===== src/rtl/uart_pkg.sv =====
// Shared definitions for the memory-mapped UART transmitter.
//   Register offsets (address[3:2]), transmitter FSM state encoding and
//   the number of data bits per frame.
package uart_pkg;

  localparam logic [1:0] REG_DATA   = 2'd0;
  localparam logic [1:0] REG_STATUS = 2'd1;
  localparam logic [1:0] REG_DIV    = 2'd2;

  localparam int DATA_BITS = 8;

  typedef enum logic [2:0] {
    IDLE   = 3'd0,
    START  = 3'd1,
    DATA   = 3'd2,
    PARITY = 3'd3,
    STOP   = 3'd4
  } tx_state_t;

endpackage


===== src/rtl/uart_tx_fifo.sv =====
// Byte FIFO feeding the UART transmitter.
//   clk, rst       : clock, synchronous active-high reset (flushes the FIFO)
//   push, din      : enqueue din; ignored while full, even if a pop happens
//                    in the same cycle
//   pop, dout      : dequeue; dout always shows the head entry
//   full, empty    : derived from the count at the start of the cycle
//   count          : number of stored entries
module uart_tx_fifo #(
  parameter int FIFO_DEPTH = 4
) (
  input  logic                        clk,
  input  logic                        rst,
  input  logic                        push,
  input  logic                        pop,
  input  logic [7:0]                  din,
  output logic [7:0]                  dout,
  output logic                        full,
  output logic                        empty,
  output logic [$clog2(FIFO_DEPTH):0] count
);
  import uart_pkg::*;

  localparam int AW = $clog2(FIFO_DEPTH);

  logic [7:0]    mem [FIFO_DEPTH];
  logic [AW-1:0] wr_ptr;
  logic [AW-1:0] rd_ptr;
  logic          do_push;
  logic          do_pop;

  assign full    = (count == (AW+1)'(FIFO_DEPTH));
  assign empty   = (count == '0);
  assign do_push = push && !full;
  assign do_pop  = pop && !empty;
  assign dout    = mem[rd_ptr];

  always_ff @(posedge clk) begin
    if (do_push) mem[wr_ptr] <= din;
  end

  always_ff @(posedge clk) begin
    if (rst) begin
      wr_ptr <= '0;
      rd_ptr <= '0;
      count  <= '0;
    end else begin
      if (do_push) wr_ptr <= wr_ptr + 1'b1;
      if (do_pop)  rd_ptr <= rd_ptr + 1'b1;
      case ({do_push, do_pop})
        2'b10:   count <= count + 1'b1;
        2'b01:   count <= count - 1'b1;
        default: count <= count;
      endcase
    end
  end

endmodule


===== src/rtl/uart_tx_mmio.sv =====
// Memory-mapped UART transmitter (8N1, LSB first) on the store bus.
//   clk, rst   : clock, synchronous active-high reset
//   address    : byte address; window is BASE_ADDR[31:4], address[3:2] = reg
//   wd, we     : write data / write enable (data taken from the low lanes)
//   mem_ctrl   : access size, not used for decode
//   rd         : combinational read data (0 when not selected)
//   tx         : serial line, idles high
// Registers: 0 DATA (write pushes a byte), 1 STATUS {ovf, full, busy},
//            2 DIV (clk cycles per bit, 0 stored as 1), 3 reserved.
// Build option UART_TX_PARITY_EN: adds an even-parity bit after the data
// bits and reports it in STATUS bit 3.
//
// state  | meaning
// IDLE   | line high, waiting for a queued byte
// START  | start bit (low)
// DATA   | 8 data bits, LSB first
// PARITY | even-parity bit (only with UART_TX_PARITY_EN)
// STOP   | stop bit (high); chains straight into START if more data queued
module uart_tx_mmio #(
  parameter logic [31:0] BASE_ADDR   = 32'h00400010,
  parameter int          FIFO_DEPTH  = 4,
  parameter logic [15:0] DEFAULT_DIV = 16'd434
) (
  input  logic        clk,
  input  logic        rst,
  input  logic [31:0] address,
  input  logic [31:0] wd,
  input  logic        we,
  input  logic [1:0]  mem_ctrl,
  output logic [31:0] rd,
  output logic        tx
);
  import uart_pkg::*;

`ifdef UART_TX_PARITY_EN
  localparam logic PARITY_PRESENT = 1'b1;
`else
  localparam logic PARITY_PRESENT = 1'b0;
`endif

  tx_state_t state, state_n;

  logic                        sel;
  logic [1:0]                  reg_idx;
  logic                        wr_data, wr_status, wr_div;
  logic                        ovf;
  logic [15:0]                 div;
  logic [15:0]                 div_active;
  logic [15:0]                 baud_cnt;
  logic [2:0]                  bit_cnt;
  logic [7:0]                  shift;
  logic                        baud_done;
  logic                        load;
  logic                        fifo_pop;
  logic [7:0]                  fifo_dout;
  logic                        fifo_full, fifo_empty;
  logic [$clog2(FIFO_DEPTH):0] fifo_count;
  logic                        busy;
  logic                        unused_bits;

  assign unused_bits = ^{mem_ctrl, address[1:0], wd[31:16], fifo_count};

  assign sel       = (address[31:4] == BASE_ADDR[31:4]);
  assign reg_idx   = address[3:2];
  assign wr_data   = we && sel && (reg_idx == REG_DATA);
  assign wr_status = we && sel && (reg_idx == REG_STATUS);
  assign wr_div    = we && sel && (reg_idx == REG_DIV);

  uart_tx_fifo #(.FIFO_DEPTH(FIFO_DEPTH)) u_fifo (
    .clk   (clk),
    .rst   (rst),
    .push  (wr_data),
    .pop   (fifo_pop),
    .din   (wd[7:0]),
    .dout  (fifo_dout),
    .full  (fifo_full),
    .empty (fifo_empty),
    .count (fifo_count)
  );

  assign busy      = (state != IDLE) || !fifo_empty;
  assign baud_done = (baud_cnt == div_active - 16'd1);

  always_ff @(posedge clk) begin
    if (rst) begin
      ovf <= 1'b0;
      div <= DEFAULT_DIV;
    end else begin
      // A push onto a full FIFO is lost even if the FSM pops that cycle.
      if (wr_data && fifo_full) ovf <= 1'b1;
      else if (wr_status)       ovf <= 1'b0;
      if (wr_div) div <= (wd[15:0] == 16'd0) ? 16'd1 : wd[15:0];
    end
  end

  always_ff @(posedge clk) begin
    if (rst) state <= IDLE;
    else     state <= state_n;
  end

  always_comb begin
    state_n  = state;
    fifo_pop = 1'b0;
    load     = 1'b0;
    case (state)
      IDLE: begin
        if (!fifo_empty) begin
          fifo_pop = 1'b1;
          load     = 1'b1;
          state_n  = START;
        end
      end
      START: if (baud_done) state_n = DATA;
      DATA: begin
        if (baud_done && (bit_cnt == 3'(DATA_BITS - 1))) begin
`ifdef UART_TX_PARITY_EN
          state_n = PARITY;
`else
          state_n = STOP;
`endif
        end
      end
`ifdef UART_TX_PARITY_EN
      PARITY: if (baud_done) state_n = STOP;
`endif
      STOP: begin
        if (baud_done) begin
          if (!fifo_empty) begin
            fifo_pop = 1'b1;
            load     = 1'b1;
            state_n  = START;
          end else begin
            state_n = IDLE;
          end
        end
      end
      default: state_n = IDLE;
    endcase
  end

`ifdef UART_TX_PARITY_EN
  logic parity_bit;
  always_ff @(posedge clk) begin
    if (rst)       parity_bit <= 1'b0;
    else if (load) parity_bit <= ^fifo_dout;
  end
`endif

  // tx is registered from the current state, so the line trails the FSM by
  // one cycle uniformly; every bit still lasts exactly div_active cycles.
  always_ff @(posedge clk) begin
    if (rst) begin
      baud_cnt   <= '0;
      bit_cnt    <= '0;
      shift      <= '0;
      div_active <= DEFAULT_DIV;
      tx         <= 1'b1;
    end else begin
      if (load || state == IDLE || baud_done) baud_cnt <= '0;
      else                                    baud_cnt <= baud_cnt + 16'd1;

      if (load)                              bit_cnt <= '0;
      else if (state == DATA && baud_done)   bit_cnt <= bit_cnt + 3'd1;

      if (load) begin
        shift      <= fifo_dout;
        div_active <= div;
      end else if (state == DATA && baud_done) begin
        shift <= {1'b0, shift[7:1]};
      end

      case (state)
        START:   tx <= 1'b0;
        DATA:    tx <= shift[0];
`ifdef UART_TX_PARITY_EN
        PARITY:  tx <= parity_bit;
`endif
        default: tx <= 1'b1;
      endcase
    end
  end

  always_comb begin
    rd = '0;
    if (sel) begin
      case (reg_idx)
        REG_STATUS: rd = {28'b0, PARITY_PRESENT, ovf, fifo_full, busy};
        REG_DIV:    rd = {16'b0, div};
        default:    rd = '0;
      endcase
    end
  end

endmodule


===== config.mk =====
export PLATFORM = sky130hd
export DESIGN_NAME = uart_tx_mmio
export DESIGN_NICKNAME = d
export VERILOG_FILES = /design/src/rtl/uart_pkg.sv /design/src/rtl/uart_tx_fifo.sv /design/src/rtl/uart_tx_mmio.sv
export SDC_FILE = /design/constraint.sdc
export NUM_CORES = 1
export LEC_CHECK = 0
export BUFFER_PORTS_ARGS = -buffer_cell sky130_fd_sc_hd__buf_2
export CAP_MARGIN = 15
export CORE_MARGIN = 4
export CORE_UTILIZATION = 60
export DETAILED_ROUTE_END_ITERATION = 8
export PLACE_DENSITY_LB_ADDON = 0.3
export SLEW_MARGIN = 40
export SYNTH_ARGS = -nofsm -noshare
export SYNTH_HDL_FRONTEND = slang
export SYNTH_SLANG_ARGS = --single-unit

===== constraint.sdc =====
create_clock -name clk -period 10.3 [get_ports clk]
set_input_delay 1.03 -clock clk [delete_from_list [all_inputs] [get_ports clk]]
set_output_delay 1.03 -clock clk [all_outputs]
set_load 0.05 [all_outputs]

After elaboration in Yosys (flattened, before gate mapping). Memories as Yosys holds them, arrays and structs flattened. A register that Yosys moved wholly into a read port is not among the register bits. Cells that the tools add are included.

Add/sub/neg operators: 7. Eq/ne operators: 15. Mux-type cells: 22. Reduce and logical (&&, ||, !) cells: 25.

Operator list (count): 16-bit 2-to-1 mux (2); 16-bit case mux with 2 select lines (1); 28-bit by 19-bit equality test with 1-bit output, second input constant (1); 16-bit by 1-bit adder with 16-bit output, second input constant (1); 16-bit equality test (1); 16-bit logical NOT (1); 8-bit 2-to-1 mux (2); 16-bit by 1-bit subtractor with 16-bit output, second input constant (1); 3-bit 2-to-1 mux (4); 3-bit case mux with 4 select lines (1); 3-bit equality test, second input constant (3); 1-bit logical AND (9); 2-bit != test, second input constant (4); 1-bit 2-to-1 mux (7); 3-bit by 1-bit adder with 3-bit output, second input constant (2); 3-bit logical NOT (2); 3-bit case mux with 2 select lines (1); 2-bit nonzero test (3); 2-bit by 1-bit adder with 2-bit output, second input constant (2); 2-bit by 1-bit equality test with 1-bit output, second input constant (2); 2-bit equality test, second input constant (2); 2-bit 2-to-1 mux (2); 1-bit case mux with 2 select lines (2); 4-bit AND reduction (1); other kinds (8) (12).

Register bits after elaboration: 71. Bits in writable memories: 32. Input port bits: 69. Output and inout bits: 33. Word-level logic and storage cells: 81. Memories kept: 1.

Memories: u_fifo.mem (words 4, bits a word 8, read ports 1, clocked after Yosys merged registers in 1, wr ports 1, RTL line uart_tx_fifo.sv:25) `logic [7:0] mem [FIFO_DEPTH];`.

Depth between registers and ports, before layout. Gate-level depths: netlist of run 1.

Word-level depth: 7. Mapped depth: 16. Gate-level depth less buffers: 16.

Hierarchy. A second synthesis of run 1 with hierarchy kept.

Cell total of the unflattened synthesis: 510. Area total of the unflattened synthesis: 5134.9 µm².

By module, submodules not included: uart_tx_mmio (times used 1, cells an instance 414, area an instance 3504.6 µm²); uart_tx_fifo (times used 1, cells an instance 96, area an instance 1630.3 µm²).

Worst setup path after synthesis of run 1. No wires, ideal clock.

Path kind: input to output. Start: in address[21]. End: out rd[0]. Arrival: 2.740 ns. Data required time: 9.270 ns. Setup slack: 6.530 ns. Stages: 6. Buffers on the path: 1. Cells stage by stage: nor4b_1 nand4_1 nor2_1 clkbuf_1 nand2_1 a21oi_1.

Longest elaborated chain between the ends: 2.

Ends and longest elaborated chain: start: declaration (RTL line uart_tx_mmio.sv:26) `input logic [31:0] address,`; 28-bit by 19-bit equality test with 1-bit output (RTL line uart_tx_mmio.sv:63) `assign sel = (address[31:4] == BASE_ADDR[31:4]);`; 16-bit 2-to-1 mux (RTL line uart_tx_mmio.sv:185) `if (sel) begin`; end: declaration (RTL line uart_tx_mmio.sv:30) `output logic [31:0] rd,`.

Every way passes these cells.

Worst setup path in the final report of run 1.
Start: reg div_active[0]. End: reg u_fifo.count[2].

Longest elaborated chain between the ends: 7. Elaborated cells between the ends (all ways): 9. Those cells by class: 1 x add/sub; 3 x eq/ne; 3 x mux; 2 x reduce/logical.

Ends and longest elaborated chain: start: declaration (RTL line uart_tx_mmio.sv:48) `logic [15:0] div_active;`; start signal: assignment (RTL line uart_tx_mmio.sv:167) `div_active <= div;`; 16-bit by 1-bit subtractor with 16-bit output (*) (RTL line uart_tx_mmio.sv:82) `assign baud_done = (baud_cnt == div_active - 16'd1);`; 16-bit equality test (*) (RTL line uart_tx_mmio.sv:82); 1-bit 2-to-1 mux (*) (RTL line uart_tx_mmio.sv:127) `if (baud_done) begin`; 1-bit case mux with 2 select lines (*) (RTL line uart_tx_mmio.sv:105) `case (state)`; 1-bit logical AND (*) (RTL line uart_tx_fifo.sv:34) `assign do_pop = pop && !empty;`; 2-bit by 1-bit equality test with 1-bit output / 2-bit equality test (equally long branches) (RTL line uart_tx_fifo.sv:49) `case ({do_push, do_pop})`; 3-bit case mux with 2 select lines / 2-bit nonzero test (equally long branches); end signal: assignment (RTL line uart_tx_fifo.sv:50) `2'b10: count <= count + 1'b1;`; end signal: assignment (RTL line uart_tx_fifo.sv:51) `2'b01: count <= count - 1'b1;`; end signal: assignment (RTL line uart_tx_fifo.sv:52) `default: count <= count;`; end: declaration (RTL line uart_tx_fifo.sv:19) `output logic [$clog2(FIFO_DEPTH):0] count`.

Mark *: on every way between the ends. The rest lies on a longest branch, timed or not. A chain may end at the register's enable or synchronous reset.

==> flow_metrics.env, run 1 <==
export IMPL_avgViaCountPerCell=5.89
export IMPL_power_switching_w=0.000176
export IMPL_cts_hold_buf=0
export IMPL_nets=663
export IMPL_drc=0
export IMPL_rr_startpoint="div_active[0]$_SDFFE_PP0N_"
export IMPL_drv_cap=0
export IMPL_power_density_nw_per_um2=125
export IMPL_synth_top_area_share_pct=28.3
export IMPL_synth_edf_count=32
export IMPL_clock_fmax_mhz=227
export IMPL_grt_remaining_overflow=0
export IMPL_ys_flop_type="dfxtp_1"
export IMPL_tightest_slew_ps=780
export IMPL_grt_max_degree=40
export IMPL_period_share_pct=42.7
export IMPL_fp_dieW_um=101
export IMPL_finalSetupViolCount=0
export IMPL_drtIter0Drc=230
export IMPL_syn_avg_cell_area_um2=9.67
export IMPL_cts_buffer_depth=2
export IMPL_dpl_hpwl_um=7960
export IMPL_boundaryPins=102
export IMPL_required_ps=10590
export IMPL_avgRoutedWirePerCell_um=15.7
export IMPL_h_tree_depth=3
export IMPL_crit_path_start_kind="flop"
export IMPL_initial_utilization_pct=62.3
export IMPL_port_buffers=65
export IMPL_place_inst=674
export IMPL_fp_dieH_um=101
export IMPL_dieArea_um2=10200
export IMPL_synth_most_common_cell="dfxtp_1"
export IMPL_fin_cells=691
export IMPL_drive_above_1_share_pct=17.4
export IMPL_status="finished clean"
export IMPL_rsz0062_at_grt="no"
export IMPL_synth_area_top_cells="dfxtp_1, edfxtp_1, a21oi_1, nand3_1, mux4_2"
export IMPL_numCtsBuffers=9
export IMPL_crit_start="div_active[0]$_SDFFE_PP0N_"
export IMPL_finalCriticalPeriod_ps=4400
export IMPL_cp_max_fo=20
export IMPL_wirelength_um=10900
export IMPL_hold_path_class="reg2reg"
export IMPL_p_seq_share_pct=60.3
export IMPL_grt_pass1_vias=3846
export IMPL_drv_slew=0
export IMPL_clock_skew_ps=16.0
export IMPL_firstDrtPassIters=5
export IMPL_fillers=644
export IMPL_final_antenna_net_count=0
export IMPL_ys_warn_count=0
export IMPL_track_usage_pct=22.1
export IMPL_r2r_end="u_fifo.count[2]$_SDFFE_PP0P_"
export IMPL_synthDistinctLibCells=59
export IMPL_cts_resized=0
export IMPL_clock_latency_ps=380
export IMPL_synth_async_reset_ratio_pct=0
export IMPL_endpoint_kind="flop"
export IMPL_cts_sinks=105
export IMPL_syn_area_um2=5170
export IMPL_syn2layout_area_growth_pct=9.05
export IMPL_worst_hold_path_num_cells=2
export IMPL_rows=33
export IMPL_clk_pin_slew_ps=110
export IMPL_antenna_found_initial=0
export IMPL_hold_end="div_active[6]$_SDFFE_PP0N_"
export IMPL_internal_power_w=0.000528
export IMPL_combPwrFrac_pct=4.7
export IMPL_tns_ps=0
export IMPL_ys_seq_elements=105
export IMPL_peakVddDrop_mv=0.106
export IMPL_slew_headroom_pct=47.8
export IMPL_grt_pass1_wl_um=18000
export IMPL_arrival_ps=4690
export IMPL_critical_path_class="reg2reg"
export IMPL_syn_inst=535
export IMPL_r2r_cells=17
export IMPL_post_cts_buffers=0
export IMPL_design_area_um2=5640
export IMPL_hold_viol=0
export IMPL_clkPwrFrac_pct=35.0
export IMPL_synth_commonest_cells="dfxtp_1, nand2_1, a21oi_1"
export IMPL_min_from="div[6]$_SDFFE_PP0P_"
export IMPL_whs_ps=486
export IMPL_swShare_pct=25.0
export IMPL_coreArea_um2=8300
export IMPL_yosys_area_top_type="dfxtp_1"
export IMPL_num_antenna_cells=0
export IMPL_utilization_pct=67.9
export IMPL_ys_seq_area_share_pct=46.8
export IMPL_cts_tree="yes"
export IMPL_vias=4068
export IMPL_gp_congestion=0.910
export IMPL_leakage_nw=2.03
export IMPL_cts_root_buf="clkbuf_8"
export IMPL_placedInstanceArea_um2=5440
export IMPL_r2r_slack_ps=5900
## cells by family (layout without fill, tap and decap cells)
group | Yosys count | in the layout | share of synthesized area (%)
AND/OR/NAND/NOR | 197 | 197 | 19.8
multiplexers | 18 | 18 | 5.42
XOR/XNOR | 39 | 39 | 6.61
flip-flops | 105 | 105 | 46.8
AO/OA/AOI/OAI | 97 | 97 | 11.5
adder cells (fa/ha/maj) | 13 | 13 | 3.29
other | 1 | 16 | 0.0725
buffers and inverters | 65 | 101 | 6.44
## critical path, stage by stage (launching register included)
cell and delay (ps):
dfxtp_1 380, inv_1 80, ha_1 190, nor3b_1 560, nand2_1 150, xnor2_1 230
a32oi_1 80, or3_4 440, o21ai_1 150, buf_4 260, nand2_1 220, inv_1 280
ha_1 230, inv_1 60, fa_1 380, xor2_1 160, or3_1 310, a21oi_1 160
## metal layers
layer | global-route usage (%) | up-vias | wire length (um)
met3 | 4.50 | 7 | 856
met5 | 0 | - | 0
met4 | 4.46 | 0 | 68
met2 | 36.7 | 181 | 5280
li1 | - | 1975 | -
met1 | 30.3 | 1905 | 4670
## area by class of cell
cell class	instances	area, um2	area share [%]
clock buffers	9	124	2.20
clock inverters	7	70.1	1.24
inverters	18	67.6	1.20
multi-input cells	380	2480	44.0
flip-flops and latches	105	2420	43.0
well taps	105	131	2.33
repair buffers	67	340	6.04
## registers in the layout, summed over array words and instances, names as in the netlist, 2 cells and up, named ones only
signal         cells
div               16
u_fifo.wr_ptr      2
u_fifo.mem        32
u_fifo.rd_ptr      2
u_fifo.count       3
bit_cnt            3
state              3
shift              8
baud_cnt          16
div_active        16
## how the worst max path moves through the flow
| stage | to | slack [ps] | cells past startpoint |
|---|---|---|---|
| floorplan | rd[0] | 6530 | 6 |
| global placement | u_fifo.count[2]$_SDFFE_PP0P_ | 6110 | 17 |
| detailed placement | u_fifo.count[2]$_SDFFE_PP0P_ | 5970 | 17 |
| CTS | u_fifo.count[2]$_SDFFE_PP0P_ | 5930 | 17 |
| global route | u_fifo.count[2]$_SDFFE_PP0P_ | 5600 | 17 |
| finish | u_fifo.count[2]$_SDFFE_PP0P_ | 5900 | 17 |
## stage by stage
stage | setup slack (ps) | power [W]
2_1_floorplan | 6530 | 0.000458
3_5_place_dp | 5970 | 0.000468
3_3_place_gp | 6110 | 0.000467
6_report | 5900 | 0.000705
4_1_cts | 5930 | 0.000708
5_1_grt | 5600 | 0.000730
## placed cells by master (no fill, tap or decap), types with 9 or more instances in the layout
cell	Yosys	layout
nand2_1	47	47
inv_1	17	17
mux2i_1	10	10
xor2_1	20	20
and3_1	17	17
dfxtp_1	73	73
conb_1	1	16
nor2_1	36	36
ha_1	12	12
a21oi_1	40	40
buf_2	1	65
clkbuf_8	0	9
nor3_1	11	10
o21ai_0	24	23
nor4_1	12	12
xnor2_1	19	19
nand3_1	36	36
edfxtp_1	32	32
## power groups by stage
stage | clock [W] | combinational (W) | sequential [W]
floorplan | 0 | 0.0000239 | 0.000435
global placement | 0 | 0.0000324 | 0.000434
detailed placement | 0 | 0.0000331 | 0.000434
CTS | 0.000250 | 0.0000332 | 0.000425
global route | 0.000269 | 0.0000358 | 0.000425
finish | 0.000246 | 0.0000334 | 0.000425
Power figures use the tool's default switching activity.
==> run 2, diff against run 1 <==
- CORE_UTILIZATION: 60 -> 50
- clock period: 10.3 -> 3.79 ns (I/O delays scaled with it)
==> run 2 against run 1 <==
Setup slack lost 5700 ps. Clock skew increased by 3.5 ps. Global-route usage down 2.3 points. Highest routed layer unchanged. Cell count up 5.4%. Via count shrank 1.1%. Die area is 18% higher. Maximum frequency increased by 23%. Clock power grew to 2.8 times the previous value. First-iteration DRC count increased by 10%. Total power increased to 2.7 times the previous value. Critical endpoint unchanged. Combinational power grew to 2.7 times the previous value.
==> flow_metrics.env, run 2 (same netlist as run 1, synthesis figures left out) <==
export IMPL_gp_congestion=0.854
export IMPL_num_antenna_cells=0
export IMPL_period_share_pct=94.3
export IMPL_avgRoutedWirePerCell_um=15.2
export IMPL_clock_latency_ps=380
export IMPL_dpl_hpwl_um=8270
export IMPL_status="finished clean"
export IMPL_leakage_nw=2.09
export IMPL_antenna_found_initial=0
export IMPL_cts_tree="yes"
export IMPL_grt_max_degree=40
export IMPL_critical_path_class="reg2reg"
export IMPL_rr_startpoint="div_active[8]$_SDFFE_PP1N_"
export IMPL_initial_utilization_pct=52.2
export IMPL_cts_buffer_depth=2
export IMPL_dieArea_um2=12000
export IMPL_largest_reg_flops=32
export IMPL_hold_viol=0
export IMPL_firstDrtPassIters=5
export IMPL_finalSetupViolCount=0
export IMPL_nets=672
export IMPL_cts_root_buf="clkbuf_8"
export IMPL_tns_ps=0
export IMPL_regArea_um2=2420
export IMPL_worst_hold_path_num_cells=3
export IMPL_r2r_end="u_fifo.count[2]$_SDFFE_PP0P_"
export IMPL_drv_cap=0
export IMPL_final_antenna_net_count=0
export IMPL_fin_cells=728
export IMPL_hold_path_class="in2reg"
export IMPL_place_inst=712
export IMPL_grt_remaining_overflow=0
export IMPL_grt_pass1_wl_um=18800
export IMPL_met3_usage_pct=4.76
export IMPL_clk_pin_slew_ps=110
export IMPL_h_tree_depth=3
export IMPL_power_density_nw_per_um2=335
export IMPL_cp_max_fo=4
export IMPL_grtUsageMet1_pct=26.9
export IMPL_gr_max_usage_layer="met2"
export IMPL_clock_skew_ps=19.5
export IMPL_rsz0062_at_grt="no"
export IMPL_grt_pass1_vias=3950
export IMPL_utilization_pct=58.2
export IMPL_wirelength_um=11000
export IMPL_cts_sinks=105
export IMPL_crit_start="div_active[8]$_SDFFE_PP1N_"
export IMPL_endpoint_kind="flop"
export IMPL_fp_dieH_um=110
export IMPL_drtIter0Drc=253
export IMPL_rows=36
export IMPL_mostFrequentLayoutCell="dfxtp_1"
export IMPL_arrival_ps=3890
export IMPL_mostFrequentLayoutCells="dfxtp_1, buf_2, nand2_1, a21oi_1"
export IMPL_boundaryPins=102
export IMPL_power_w=0.00194
export IMPL_met2_usage_pct=31.9
export IMPL_fp_dieW_um=110
export IMPL_required_ps=4110
export IMPL_fillers=866
export IMPL_hold_end="div[8]$_SDFFE_PP1P_"
export IMPL_drc=0
export IMPL_coreArea_um2=9910
export IMPL_crit_path_start_kind="flop"
export IMPL_peakVddDrop_mv=0.250
export IMPL_avgViaCountPerCell=5.53
export IMPL_numCtsBuffers=9
export IMPL_regMostFlops="u_fifo.mem"
export IMPL_vias=4023
export IMPL_multiInputGateArea_um2=2510
export IMPL_drv_slew=0
export IMPL_syn2layout_area_growth_pct=11.6
export IMPL_r2r_slack_ps=220
export IMPL_clock_fmax_mhz=280
export IMPL_cts_hold_buf=0
export IMPL_finalCriticalPeriod_ps=3570
export IMPL_min_from="wd[8]"
export IMPL_slew_headroom_pct=48.9
export IMPL_drive_above_1_share_pct=19.8
export IMPL_tightest_slew_ps=767
export IMPL_port_buffers=65
export IMPL_r2r_cells=14
export IMPL_track_usage_pct=19.8
[run 2: changes by cell type in the layout (fill, tap and decap cells not counted), moves of 2 or more]
cell     before  now
buf_4         2   11
nor4_2        0    2
nor4_1       12   10
dfxtp_2       0    2
dfxtp_1      73   71
[run 2: worst max-delay path, stage by stage, from the launching register on]
cell and delay (ps):
dfxtp_1 330, or4_4 550, or3_4 380, nor3_4 190, xnor2_1 110, or3_4 420
o21ai_2 150, nand2_1 90, inv_1 90, ha_2 190, inv_1 50, fa_1 370
xor2_1 160, or3_1 310, a21oi_1 140
[run 2: how the worst max path moves through the flow]
| stage | end | slack, ps | cells after the start |
|---|---|---|---|
| 6_report | u_fifo.count[2]$_SDFFE_PP0P_ | 220 | 14 |
| 5_1_grt | u_fifo.count[2]$_SDFFE_PP0P_ | 20 | 14 |
| 3_3_place_gp | u_fifo.count[2]$_SDFFE_PP0P_ | 190 | 16 |
| 3_5_place_dp | u_fifo.count[2]$_SDFFE_PP0P_ | 40 | 16 |
| 2_1_floorplan | u_fifo.count[2]$_SDFFE_PP0P_ | 80 | 15 |
| 4_1_cts | u_fifo.count[2]$_SDFFE_PP0P_ | 40 | 16 |
[run 2: routing by layer]
metal	part of all wire, %	vias to the layer above
met4	1.5	0
met3	6.0	18
met1	46	1866
met2	47	145
met5	0	-
li1	-	1994
[run 2: what timing repair did]
action	4_1_cts	5_1_grt
endpoints found under the setup margin	0	2
gates resized for setup	0	8
buffers inserted	0	0
[run 2: cell type report]
cell class / instances / share of cell area (%)
Clock inverter: 7 / 1.28
Inverter: 18 / 1.17
Sequential cell: 105 / 42.0
Clock buffer: 9 / 2.15
Timing Repair Buffer: 76 / 7.07
Tap cell: 133 / 2.88
Multi-Input combinational cell: 380 / 43.4
[run 2: stage by stage]
stage                     hold slack [ps]  setup WS (ps)  cell area (um2)
final                                 241            218             5770
after global routing                  227           17.4             5770
after CTS                             226           37.6             5740
after detailed placement              462           36.6             5540
after global placement                462            189             5540
after floorplan                       445           76.2             5230
[run 2: power breakdown]
group              switching, W  internal (W)
clock network          0.000427      0.000262
registers      0.00000000000739       0.00116
logic                 0.0000675     0.0000239
total                  0.000494       0.00144
